`config.mk`:
```
export PLATFORM = sky130hd
export DESIGN_NAME = nram_regfile_2r1w
export DESIGN_NICKNAME = d
export VERILOG_FILES = /design/src/rtl/nram_regfile_2r1w.sv
export SDC_FILE = /design/constraint.sdc
export NUM_CORES = 1
export LEC_CHECK = 0
export CAP_MARGIN = 20
export CORE_MARGIN = 4
export CORE_UTILIZATION = 35
export CTS_BUF_LIST = sky130_fd_sc_hd__clkbuf_8
export DETAILED_ROUTE_END_ITERATION = 8
export HOLD_SLACK_MARGIN = 0.03
export PLACE_DENSITY = 0.65
export RECOVER_POWER = 50
export SLEW_MARGIN = 20
export SYNTH_ARGS = -nofsm -noshare
export SYNTH_HDL_FRONTEND = slang
export SYNTH_SLANG_ARGS = --single-unit
```
`constraint.sdc`:
```
create_clock -name clk -period 3.9 [get_ports clk]
set_input_delay 0.78 -clock clk [delete_from_list [all_inputs] [get_ports clk]]
set_output_delay 0.78 -clock clk [all_outputs]
set_load 0.03 [all_outputs]
```
`src/rtl/nram_regfile_2r1w.sv`:
```
// DEPTH x WIDTH register file with one write port and two independent read ports.
// Reads are registered (with optional write/clear forwarding) or combinational, selected by parameter.
module nram_regfile_2r1w #(
    parameter int WIDTH    = 8,
    parameter int ADDR_W   = 2,
    parameter int READ_REG = 1,
    parameter int BYPASS   = 1
) (
    input  logic                    clk,
    input  logic                    reset,
    input  logic                    wr_en,
    input  logic [ADDR_W-1:0]       wr_addr,
    input  logic [WIDTH-1:0]        wr_data,
    input  logic                    clr,
    input  logic                    rd_en_a,
    input  logic [ADDR_W-1:0]       rd_addr_a,
    output logic [WIDTH-1:0]        rd_data_a,
    output logic                    rd_valid_a,
    input  logic                    rd_en_b,
    input  logic [ADDR_W-1:0]       rd_addr_b,
    output logic [WIDTH-1:0]        rd_data_b,
    output logic                    rd_valid_b,
    output logic [(1<<ADDR_W)-1:0]  entry_vld
);

    localparam int DEPTH = 1 << ADDR_W;

    logic [WIDTH-1:0]  mem_q [DEPTH];
    logic [WIDTH-1:0]  mem_d [DEPTH];
    logic [DEPTH-1:0]  vld_q;
    logic [DEPTH-1:0]  vld_d;

    logic              rd_en   [2];
    logic [ADDR_W-1:0] rd_addr [2];
    logic [WIDTH-1:0]  rd_data [2];
    logic              rd_valid[2];

    // Clear wins over a simultaneous write; the write is dropped.
    always_comb begin
        mem_d = mem_q;
        vld_d = vld_q;
        if (clr) begin
            for (int i = 0; i < DEPTH; i++) begin
                mem_d[i] = '0;
            end
            vld_d = '0;
        end else if (wr_en) begin
            mem_d[wr_addr] = wr_data;
            vld_d[wr_addr] = 1'b1;
        end
    end

    always_ff @(posedge clk) begin
        if (reset) begin
            for (int i = 0; i < DEPTH; i++) begin
                mem_q[i] <= '0;
            end
            vld_q <= '0;
        end else begin
            for (int i = 0; i < DEPTH; i++) begin
                mem_q[i] <= mem_d[i];
            end
            vld_q <= vld_d;
        end
    end

    assign entry_vld = vld_q;

    assign rd_en[0]   = rd_en_a;
    assign rd_addr[0] = rd_addr_a;
    assign rd_en[1]   = rd_en_b;
    assign rd_addr[1] = rd_addr_b;

    assign rd_data_a  = rd_data[0];
    assign rd_valid_a = rd_valid[0];
    assign rd_data_b  = rd_data[1];
    assign rd_valid_b = rd_valid[1];

    for (genvar p = 0; p < 2; p++) begin : g_port
        if (READ_REG != 0) begin : g_reg
            logic [WIDTH-1:0] data_q;
            logic [WIDTH-1:0] data_d;
            logic             valid_q;
            logic             valid_d;

            // Forwarding reads the post-edge image, which already folds in write and clear.
            always_comb begin
                data_d  = data_q;
                valid_d = rd_en[p];
                if (rd_en[p]) begin
                    data_d = (BYPASS != 0) ? mem_d[rd_addr[p]] : mem_q[rd_addr[p]];
                end
            end

            always_ff @(posedge clk) begin
                if (reset) begin
                    data_q  <= '0;
                    valid_q <= 1'b0;
                end else begin
                    data_q  <= data_d;
                    valid_q <= valid_d;
                end
            end

            assign rd_data[p]  = data_q;
            assign rd_valid[p] = valid_q;
        end else begin : g_comb
            assign rd_data[p]  = mem_q[rd_addr[p]];
            assign rd_valid[p] = rd_en[p];
        end
    end

endmodule
```
## Word level (Yosys, flattened, before mapping)

Cells that the tools add are included.

- Register bits: 54
- Input port bits: 20
- Output and inout port bits: 22

- Magnitude comparators: 6
- Multiplexer cells: 13
- Bitwise logic cells: 4
- Reductions and logical operators: 3

Operators by type and width:

| cell | count |
|---|---|
| $mux W32 | 2 |
| $mux W8 | 5 |
| $bmux W8 S2 | 2 |
| $bwmux W32 | 1 |
| $demux W8 S2 | 1 |
| $ge A3 B3 Y1 const B | 3 |
| $not A2 Y3 | 3 |
| $or A4 B4 Y4 | 1 |
| $lt A2 B3 Y1 const B | 1 |
| $lt A3 B1 Y1 const B | 1 |
| $demux W1 S2 | 1 |
| $ge A2 B1 Y1 const B | 1 |
| $logic_and A1 B1 Y1 | 2 |
| $reduce_or A2 Y1 | 1 |
| $mux W1 | 1 |

## Depth between registers and ports, before layout

- Word-level depth: 11
- Gate-level depth with buffers: 7
- Gate-level depth less buffers: 4

## Worst setup path before layout

No wires, ideal clock.

- Path kind: input -> register
- Start: input port wr_addr[1]
- End: register g_port[0].g_reg.data_q[2] (netlist: rd_data_a[2])
- Setup time: 127 ps
- Data arrival time: 2,064 ps
- Required time: 3,773 ps
- Setup slack: 1,709 ps
- Stages on the path: 7
- Path buffers: 3
- Cell sequence: clkbuf_1 > or3b_1 > buf_6 > buf_6 > nand3_1 > a41oi_1 > or3_1

- Longest elaborated chain between the ends: 11
- Elaborated cells on any way between the ends: 12
- Classes of those cells: order compare: 2; mux: 8; bitwise: 1; reduce/logical: 1

RTL lines:

| element | line | text |
|---|---|---|
| start, declared | 12 | `input logic [ADDR_W-1:0] wr_addr,` |
| $not A2 Y3 (not written as such) * | 48 | `mem_d[wr_addr] = wr_data;` |
| $ge A3 B3 Y1 (not written as such) or $lt A3 B1 Y1 (tied branches) | 48 |  |
| $logic_and A1 B1 Y1 (not written as such) | 48 |  |
| $mux W8 (not written as such) | 48 |  |
| $demux W8 S2 * | 48 |  |
| $bwmux W32 * | 48 |  |
| $mux W32 * | 47 | `end else if (wr_en) begin` |
| $mux W32 * | 42 | `if (clr) begin` |
| $bmux W8 S2 * | 91 | `data_d = (BYPASS != 0) ? mem_d[rd_addr[p]] : mem_q[rd_addr[p]];` |
| $mux W8 (not written as such) * (2 in series) | 91 |  |
| end signal, assigned | 100 | `data_q <= data_d;` |
| end, declared | 81 | `logic [WIDTH-1:0] data_q;` |

Mark *: on every way between the ends. The rest lies on a longest branch, timed or not. The select of a mux whose other input is x is not followed.
A chain may end at the register's enable or synchronous reset.

## Worst setup path in the final report

- Start: input port wr_en
- End: register g_port[0].g_reg.data_q[5] (netlist: rd_data_a[5])

- Longest elaborated chain between the ends: 5

RTL lines:

| element | line | text |
|---|---|---|
| start, declared | 11 | `input logic wr_en,` |
| $mux W32 | 47 |  |
| $mux W32 | 42 |  |
| $bmux W8 S2 | 91 |  |
| $mux W8 (not written as such) (2 in series) | 91 |  |

No other way between the ends. The select of a mux whose other input is x is not followed.

==> out/metrics.csv <==
metric,value,unit
status,completed,
Max Clock Freq,0.369,GHz
Syn-to-layout area delta,15.9,%
synthesized flop and latch total,54,
Setup TNS Final,0,ns
DRT iter0 DRCs,301,
worst path required time,4.09,ns
RSZ-0062 raised after global routing,false,
GPL Wtd Cong,0.778,
Worst EP arrival,2.90,ns
# rows,33,
leakage power,1.10,nW
critical path launch point type,input pin,
Avg WL per Cell,17.4,µm
"most common cell after layout, fill and taps aside",nand3_1,
Num CTS Buffers,5,
synth warn,0,
"commonest non-fill, non-tap cells in the layout","nand3_1, nand2_1, dfxtp_1",
CTS Buffer Depth,2,
TritonCTS clock tree,done,
final setup vio count,0,
first-pass GRT wire length,15100,µm
maximum fanout along the worst path,26,
H-tree depth,2,
grt ovf,0,
dominant cell type by area after synthesis,dfxtp_1,
CTS root buffer,clkbuf_8,
post-layout min period,2.71,ns
clk sinks,54,
WL final,9340,µm
power per cell area,294,nW/µm²
"antenna viol nets, final",0,
critical path endpoint category,register,
starting density of the core,36.6,%
fraction of layout cells with a size suffix above 1,6.00,%
crit share post-route,69.5,%
Setup WS post-layout,1.19,ns
part of the Yosys area used for sequential elements,35.4,%
Mapped Area,3060,µm²
Mapped Nets,445,
via count,3254,
Fillers,867,
register area,1080,µm²
setup bufs post-CTS,0,
Power Total,1.04,mW
Ports,42,
Yosys top cell area share,35.4,%
Hold Buf Count CTS,0,
Worst Skew,0.00931,ns
ranking of synthesized cells by area,"dfxtp_1, nand3_1, a41oi_1, nand2_1, a21oi_1",
Worst slew margin,12.0,%
ant diodes,0,
Max-Cap Viols,0,
DR pass1 iterations,5,
CTS resizes,0,
min-delay worst type,reg2reg,
die width,101,µm
final number of hold-violating endpoints,0,
peak supply drop,0.000135,V
DR vias/cell,6.05,
Tot GR Track Use,18.5,%
vias in the first global route,2962,
Final #Nets,452,
clk slew on worst S/H paths,0.09,ns
"Slew Viols, Final",0,
post-synth cell types,23,
antenna violations before repair,0,
Least-Margin Pin Slew,1.32,ns
largest net degree at the start of global routing,37,
DIE AREA,10300,µm²
DP Worst Slack,0.906,ns
Buffers on Ports,41,
Crit Path Category,in2reg,
placed wire-length estimate,5760,µm
Post-Syn Area per Cell,7.19,µm²
area of the core,8340,µm²
Syn Inst Count,425,
area occupied by multi-input gates,1750,µm²
Worst-Skew Late Latency,0.30,ns
Die Y,101,µm
DRC viols,0,
## synthesized netlist by cell type
library cell    n
buf_4           1
nor3b_1        15
buf_6           3
nor2_1         18
clkbuf_1       39
or3b_2          6
or3b_1          1
nand3_2         2
a41oi_1        28
or3_1          14
a21oi_1        32
o221ai_1        2
and3b_1         2
and3_1          9
nor2b_1         4
dfxtp_1        54
nor4_1          4
nand2_1        64
or2_2           1
nand3b_1        6
buf_1           1
nand3_1       111
buf_2           8
## metal layers
metal	global-route usage [%]	vias up	share of wire, %
li1	-	1537	-
met1	25.7	1520	44
met2	28.8	181	45
met3	3.17	16	10
met4	6.34	0	1.8
met5	0	-	0
## stage by stage
| stage | area, µm² | utilization [%] | hold slack (ns) | cells |
|---|---|---|---|---|
| after floorplan | 3060 | - | 0.440 | 425 |
| after global placement | 3450 | 41.4 | 0.452 | 530 |
| after detailed placement | 3450 | 41.4 | 0.457 | 530 |
| after CTS | 3540 | 42.5 | 0.470 | 538 |
| after global routing | 3540 | 42.5 | 0.486 | 538 |
| final | 3540 | 42.5 | 0.469 | 538 |
## worst max-delay path: stages
cell	delay, ns
clkdlybuf4s50_1	0.58
or3b_1	0.78
nand3_1	0.25
a41oi_1	0.13
or3_1	0.37
## registers in the layout (all words and copies together) (netlist names)
| register | cells |
|---|---|
| rd_data_a | 8 |
| rd_valid_a | 1 |
| mem_q | 32 |
| rd_valid_b | 1 |
| entry_vld | 4 |
| rd_data_b | 8 |
## power breakdown
group | switching [mW] | internal, mW
Clock | 0.181 | 0.141
Sequential | 0.00534 | 0.560
Combinational | 0.107 | 0.0469
## final cells by class
cell class	instances	area share, %
clock buffer	6	2.33
clock inverter	2	0.247
multi-input combinational	319	49.4
sequential	54	30.5
tap	105	3.71
timing repair buffer	52	13.8
## cells by family after synthesis
kind of cell	share of synthesized area, %
simple gates	43.2
compound gates	13.8
flops	35.4
buf+inv	7.58
## final timing paths
| kind | from | to | slack (ns) | cells after the start |
|---|---|---|---|---|
| max | wr_en | rd_data_a[5]$_SDFFE_PP0P_ | 1.19 | 5 |
| min | mem_q[22]$_SDFF_PP0_ | mem_q[22]$_SDFF_PP0_ | 0.47 | 2 |
| max reg2reg | mem_q[6]$_SDFF_PP0_ | rd_data_b[6]$_SDFFE_PP0P_ | 2.86 | 3 |
| min reg2reg | mem_q[22]$_SDFF_PP0_ | mem_q[22]$_SDFF_PP0_ | 0.47 | 2 |
Power figures use the tool's default switching activity.
